--- config.mk ---
export PLATFORM = sky130hd
export DESIGN_NAME = pipelined_adder
export DESIGN_NICKNAME = d
export VERILOG_FILES = /design/src/rtl/pipelined_adder.sv
export SDC_FILE = /design/constraint.sdc
export NUM_CORES = 1
export LEC_CHECK = 0
export CORE_MARGIN = 8
export CORE_UTILIZATION = 40
export CTS_CLUSTER_DIAMETER = 80
export DETAILED_ROUTE_END_ITERATION = 16
export DONT_BUFFER_PORTS = 1
export PLACE_DENSITY = 0.66
export SYNTH_ARGS = -nofsm -noshare
export SYNTH_HDL_FRONTEND = slang
export SYNTH_SLANG_ARGS = --single-unit
--- constraint.sdc ---
create_clock -name clk -period 4.9 [get_ports clk]
set_clock_uncertainty 0.1 [all_clocks]
set_input_delay 0.98 -clock clk [delete_from_list [all_inputs] [get_ports clk]]
set_output_delay 0.98 -clock clk [all_outputs]
set_load 0.01 [all_outputs]
--- src/rtl/pipelined_adder.sv ---
// -----------------------------------------------------------------------------
// pipelined_adder
//
// Purpose:
//   Parametrised pipelined adder. The WIDTH-bit operands are split into STAGES
//   equal segments of SEG = WIDTH/STAGES bits. Stage k ripple-adds segment k
//   and registers the carry that feeds stage k+1, so the critical path is SEG
//   full-adder cells plus one register. One operation per cycle is accepted
//   under a valid/ready handshake with full backpressure. Latency is STAGES
//   cycles.
//
// Parameters:
//   WIDTH  - operand/sum width in bits (>= 2)
//   STAGES - pipeline depth and segment count; must divide WIDTH exactly
//
// Ports:
//   clk        in   clock, rising-edge active
//   rst_n      in   asynchronous active-low reset
//   in_valid   in   operands present
//   in_ready   out  adder can accept operands this cycle
//   a, b       in   WIDTH-bit operands
//   cin        in   carry into bit 0
//   sub        in   (only with PIPELINED_ADDER_SUB_EN) 1 = a - b - ~cin
//   out_valid  out  result present
//   out_ready  in   downstream accepts result
//   sum        out  a + b + cin modulo 2^WIDTH (registered)
//   cout       out  carry out of the MSB (for subtract: 1 = no borrow)
//   ovf        out  two's-complement overflow (carry into MSB ^ carry out)
//
// Configuration macro:
//   PIPELINED_ADDER_SUB_EN - adds the sub input and subtract support.
// -----------------------------------------------------------------------------
module pipelined_adder #(
  parameter int WIDTH  = 32,
  parameter int STAGES = 4
) (
  input  logic             clk,
  input  logic             rst_n,
  input  logic             in_valid,
  output logic             in_ready,
  input  logic [WIDTH-1:0] a,
  input  logic [WIDTH-1:0] b,
  input  logic             cin,
`ifdef PIPELINED_ADDER_SUB_EN
  input  logic             sub,
`endif
  output logic             out_valid,
  input  logic             out_ready,
  output logic [WIDTH-1:0] sum,
  output logic             cout,
  output logic             ovf
);

  localparam int SEG = WIDTH / STAGES;

  // Plain ripple-carry add of one segment.
  // Returns {carry_out, carry_into_segment_msb, segment_sum}.
  function automatic logic [SEG+1:0] seg_add(input logic [SEG-1:0] x,
                                             input logic [SEG-1:0] y,
                                             input logic           ci);
    logic           c;
    logic           cm;
    logic [SEG-1:0] s;
    c  = ci;
    cm = ci;
    s  = '0;
    for (int i = 0; i < SEG; i++) begin
      cm   = c;
      s[i] = x[i] ^ y[i] ^ c;
      c    = (x[i] & y[i]) | (c & (x[i] ^ y[i]));
    end
    return {c, cm, s};
  endfunction

  // Per-stage registers. Each stage carries the full operand words forward;
  // only the not-yet-added upper segments are consumed downstream, so the
  // already-added low bits of r_a/r_b are trimmed away by synthesis.
  logic             r_vld [STAGES];
  logic [WIDTH-1:0] r_a   [STAGES];
  logic [WIDTH-1:0] r_b   [STAGES];
  logic [WIDTH-1:0] r_s   [STAGES];
  logic             r_c   [STAGES];
  logic             r_ovf;

  // Next-state values for each stage.
  logic             w_vin [STAGES];
  logic [WIDTH-1:0] w_a   [STAGES];
  logic [WIDTH-1:0] w_b   [STAGES];
  logic [WIDTH-1:0] w_s   [STAGES];
  logic             w_co  [STAGES];
  logic             w_ovf;
  logic [WIDTH-1:0] w_b_eff;
  logic             w_adv;

`ifdef PIPELINED_ADDER_SUB_EN
  // a - b - ~cin == a + ~b + cin; inverting b once at entry means the sub
  // flag is baked into the stored operand and travels with its operation.
  assign w_b_eff = b ^ {WIDTH{sub}};
`else
  assign w_b_eff = b;
`endif

  // The whole pipe advances whenever the output slot is empty or being popped.
  assign w_adv     = out_ready | ~out_valid;
  assign in_ready  = w_adv;
  assign out_valid = r_vld[STAGES-1];
  assign sum       = r_s[STAGES-1];
  assign cout      = r_c[STAGES-1];
  assign ovf       = r_ovf;

  always_comb begin
    logic [SEG+1:0] t;
    w_ovf = 1'b0;

    // Stage 0 input: segment 0 of the incoming operands.
    w_vin[0]          = in_valid;
    w_a[0]            = a;
    w_b[0]            = w_b_eff;
    t                 = seg_add(a[SEG-1:0], w_b_eff[SEG-1:0], cin);
    w_s[0]            = '0;
    w_s[0][SEG-1:0]   = t[SEG-1:0];
    w_co[0]           = t[SEG+1];
    if (STAGES == 1) w_ovf = t[SEG+1] ^ t[SEG];

    // Stages 1..STAGES-1: segment k plus the registered carry from stage k-1.
    for (int k = 1; k < STAGES; k++) begin
      w_vin[k]              = r_vld[k-1];
      w_a[k]                = r_a[k-1];
      w_b[k]                = r_b[k-1];
      t                     = seg_add(r_a[k-1][k*SEG +: SEG],
                                      r_b[k-1][k*SEG +: SEG], r_c[k-1]);
      w_s[k]                = r_s[k-1];
      w_s[k][k*SEG +: SEG]  = t[SEG-1:0];
      w_co[k]               = t[SEG+1];
      if (k == STAGES - 1) w_ovf = t[SEG+1] ^ t[SEG];
    end
  end

  // Pipeline registers: every rank shifts together on w_adv, holds otherwise.
  always_ff @(posedge clk or negedge rst_n) begin
    if (!rst_n) begin
      for (int k = 0; k < STAGES; k++) begin
        r_vld[k] <= 1'b0;
        r_a[k]   <= '0;
        r_b[k]   <= '0;
        r_s[k]   <= '0;
        r_c[k]   <= 1'b0;
      end
      r_ovf <= 1'b0;
    end else if (w_adv) begin
      for (int k = 0; k < STAGES; k++) begin
        r_vld[k] <= w_vin[k];
        r_a[k]   <= w_a[k];
        r_b[k]   <= w_b[k];
        r_s[k]   <= w_s[k];
        r_c[k]   <= w_co[k];
      end
      r_ovf <= w_ovf;
    end
  end

endmodule

==> results.json <==
{
  "finalNetCount": 566,
  "cts_buffers": 17,
  "drc": 0,
  "gp_congestion": 0.790,
  "vias": 3527,
  "utilization_pct": 42.6,
  "finalPower_mw": 5.95,
  "critPathCaptureType": "flop",
  "yosys.area.top_type_share_pct": 55.5,
  "ctsHoldBuffers": 0,
  "hold_viol": 0,
  "syn_nets": 596,
  "cts_root_buffer": "clkbuf_16",
  "clock_sinks": 185,
  "grt_pass1_wl_mm": 22.6,
  "regArea_um2": 4630,
  "powerDensity_nw_per_um2": 673,
  "worstHoldPathType": "input port to asynchronous set/reset pin",
  "grt.overflow.total": 0,
  "worstPathArrival_ns": 4.27,
  "area_delta_synth_final_pct": 6.03,
  "setup_viol": 0,
  "start_util_pct": 40.2,
  "tns_ns": 0,
  "grt_pass1_vias": 4144,
  "port_buffers": 0,
  "synth.largest_area_cell": "dfrtp_1",
  "postRouteAntennaNets": 0,
  "startpoint_type": "input port",
  "rows": 53,
  "cts_setup_buffers": 0,
  "period_needed_ns": 4.03,
  "finalMaxSlewViolations": 0,
  "synth-edff-count": 0,
  "wl_per_cell_um": 17.7,
  "synthCells": 495,
  "ir_drop_mv": 0.284,
  "r2r_setup_slack_ns": 0.87,
  "core_area_um2": 20800,
  "outcome": "finished clean",
  "routed_wl_mm": 13.3,
  "ys_types": 14,
  "required_ns": 5.13,
  "ys_ff_latch": 185,
  "worstRegToRegCells": 13,
  "dieArea_um2": 25700,
  "grt_max_degree": 186,
  "dp_hpwl_mm": 8.95,
  "worst_pin_slew_ns": 0.909,
  "synth_most_common_cell": "dfrtp_1",
  "antenna_found_initial": 0,
  "dp_cells": 721,
  "synth_common_cells": "dfrtp_1 (185), mux2_4 (105), mux2_2 (67)",
  "cts_tree": "built",
  "die_width_um": 160,
  "pin_count": 105,
  "min_period_over_period_pct": 82.3,
  "netlist_area_um2": 8340,
  "grt.total_usage_pct": 10.9,
  "multi_input_area_um2": 3140,
  "synthArstFlopShare_pct": 100,
  "avgSynthCellArea_um2": 16.8,
  "r2r-end": "ovf$_DFFE_PN0P_",
  "htreeDepth": 4,
  "leakagePower_nw": 4.08,
  "max_cap_viol_count": 0,
  "n_antenna_cell": 0,
  "rsz0062_at_grt": "false",
  "yosysWarnings": 0,
  "dr.first_iter.drc_count": 137,
  "setup.worst_path.class": "input port to flop",
  "clk_path_buf_depth": 2,
  "relSlewSlack_pct": 39.4,
  "synth.area.top_cells": "dfrtp_1 (56%), mux2_4 (19%), mux2_2 (9.0%), fa_1 (7.7%), buf_4 (2.9%)",
  "clock_latency_ns": 0.42,
  "synth_ff_type": "dfrtp_1",
  "synth_seq_area_share_pct": 55.5,
  "die_y_um": 160,
  "firstDrtPassIters": 4,
  "num-fill-cells": 1852,
  "vias_per_cell": 4.69,
  "path_max_fanout": 1,
  "instances_no_fill": 752,
  "max_freq_mhz": 248,
  "post_cts_resized": 0,
  "worstReg2RegStart": "r_a[56]$_DFFE_PN0P_",
  "layout-drive-gt1-share_pct": 43.2,
  "clkTransAtPathRegs_ns": 0.07
}
-- cell usage in the layout (no fill, tap or decap), drive strengths merged --
cell type	synthesis	final
clkinv	0	6
clkinvlp	0	1
mux2	172	172
mux2i	3	3
xnor2	1	1
a21oi	9	9
nand2b	2	2
inv	28	29
fa	32	32
buf	54	5
nor3b	9	9
clkbuf	0	21
dfrtp	185	185
bufinv	0	2
-- critical path: stages --
cell and delay (ns):
inv_1 0.06, fa_1 0.18, inv_1 0.06, fa_1 0.39, fa_1 0.40, fa_1 0.40
fa_1 0.40, fa_1 0.40, fa_1 0.38, inv_1 0.08, fa_1 0.41, a21oi_1 0.14
-- routing by layer --
layer | vias up | global-route usage (%) | part of all wire (%) | wire length (µm)
li1 | 1569 | - | - | -
met1 | 1861 | 14.1 | 45 | 5940
met2 | 89 | 16.4 | 46 | 6170
met3 | 8 | 4.66 | 8.0 | 1060
met4 | 0 | 3.19 | 0.88 | 117
met5 | - | 0 | 0 | 0
-- stage by stage --
| stage | setup WS, ns | cell area [µm²] | hold WS, ns |
|---|---|---|---|
| 2_1_floorplan | 0.667 | 8340 | 0.330 |
| 3_3_place_gp | 0.600 | 8270 | 0.355 |
| 3_5_place_dp | 0.479 | 8270 | 0.372 |
| 4_1_cts | 0.854 | 8840 | 0.131 |
| 5_1_grt | 0.692 | 8840 | 0.120 |
| 6_report | 0.867 | 8840 | 0.158 |
-- how the worst max path moves through the flow --
stage,from,endpoint,slack (ns)
floorplan,a[0],r_s[103]$_DFFE_PN0P_,0.67
global placement,a[0],r_s[103]$_DFFE_PN0P_,0.60
detailed placement,a[0],r_s[103]$_DFFE_PN0P_,0.48
CTS,r_a[56]$_DFFE_PN0P_,ovf$_DFFE_PN0P_,0.85
global route,r_a[56]$_DFFE_PN0P_,ovf$_DFFE_PN0P_,0.69
finish,a[0],r_s[103]$_DFFE_PN0P_,0.87
-- final cells by class --
type	count	area share, %
Tap cell	275	3.89
Sequential cell	185	52.3
Multi-Input combinational cell	228	35.5
Clock buffer	21	5.09
Clock inverter	10	1.37
Timing Repair Buffer	5	0.566
Inverter	28	1.19
-- cells by family (layout without fill, tap and decap cells) --
logic type                 Yosys count  after routing  synth area share [%]
xor gates and xnor gates             1              1                 0.105
DFF                                185            185                  55.5
adders and majority gates           32             32                  7.68
muxes                              175            175                  28.3
buffers and inverters               82             64                  6.81
and+or+nand+nor                     11             11                  1.05
AOI/OAI and AO/OA                    9              9                 0.540
-- state kept, by name, summed over array words and instances (netlist names) --
signal / flops
r_a: 48
r_s: 48
out_valid: 1
sum: 32
r_c: 3
cout: 1
ovf: 1
r_vld: 3
r_b: 48
-- report_power, final --
group | internal, mW | switching [mW] | total (mW)
sequential | 2.20 | 0.508 | 2.71
combinational | 1.24 | 0.668 | 1.91
clock | 0.766 | 0.564 | 1.33
total | 4.21 | 1.74 | 5.95
Note: power is estimated with default switching activity, not from simulation.
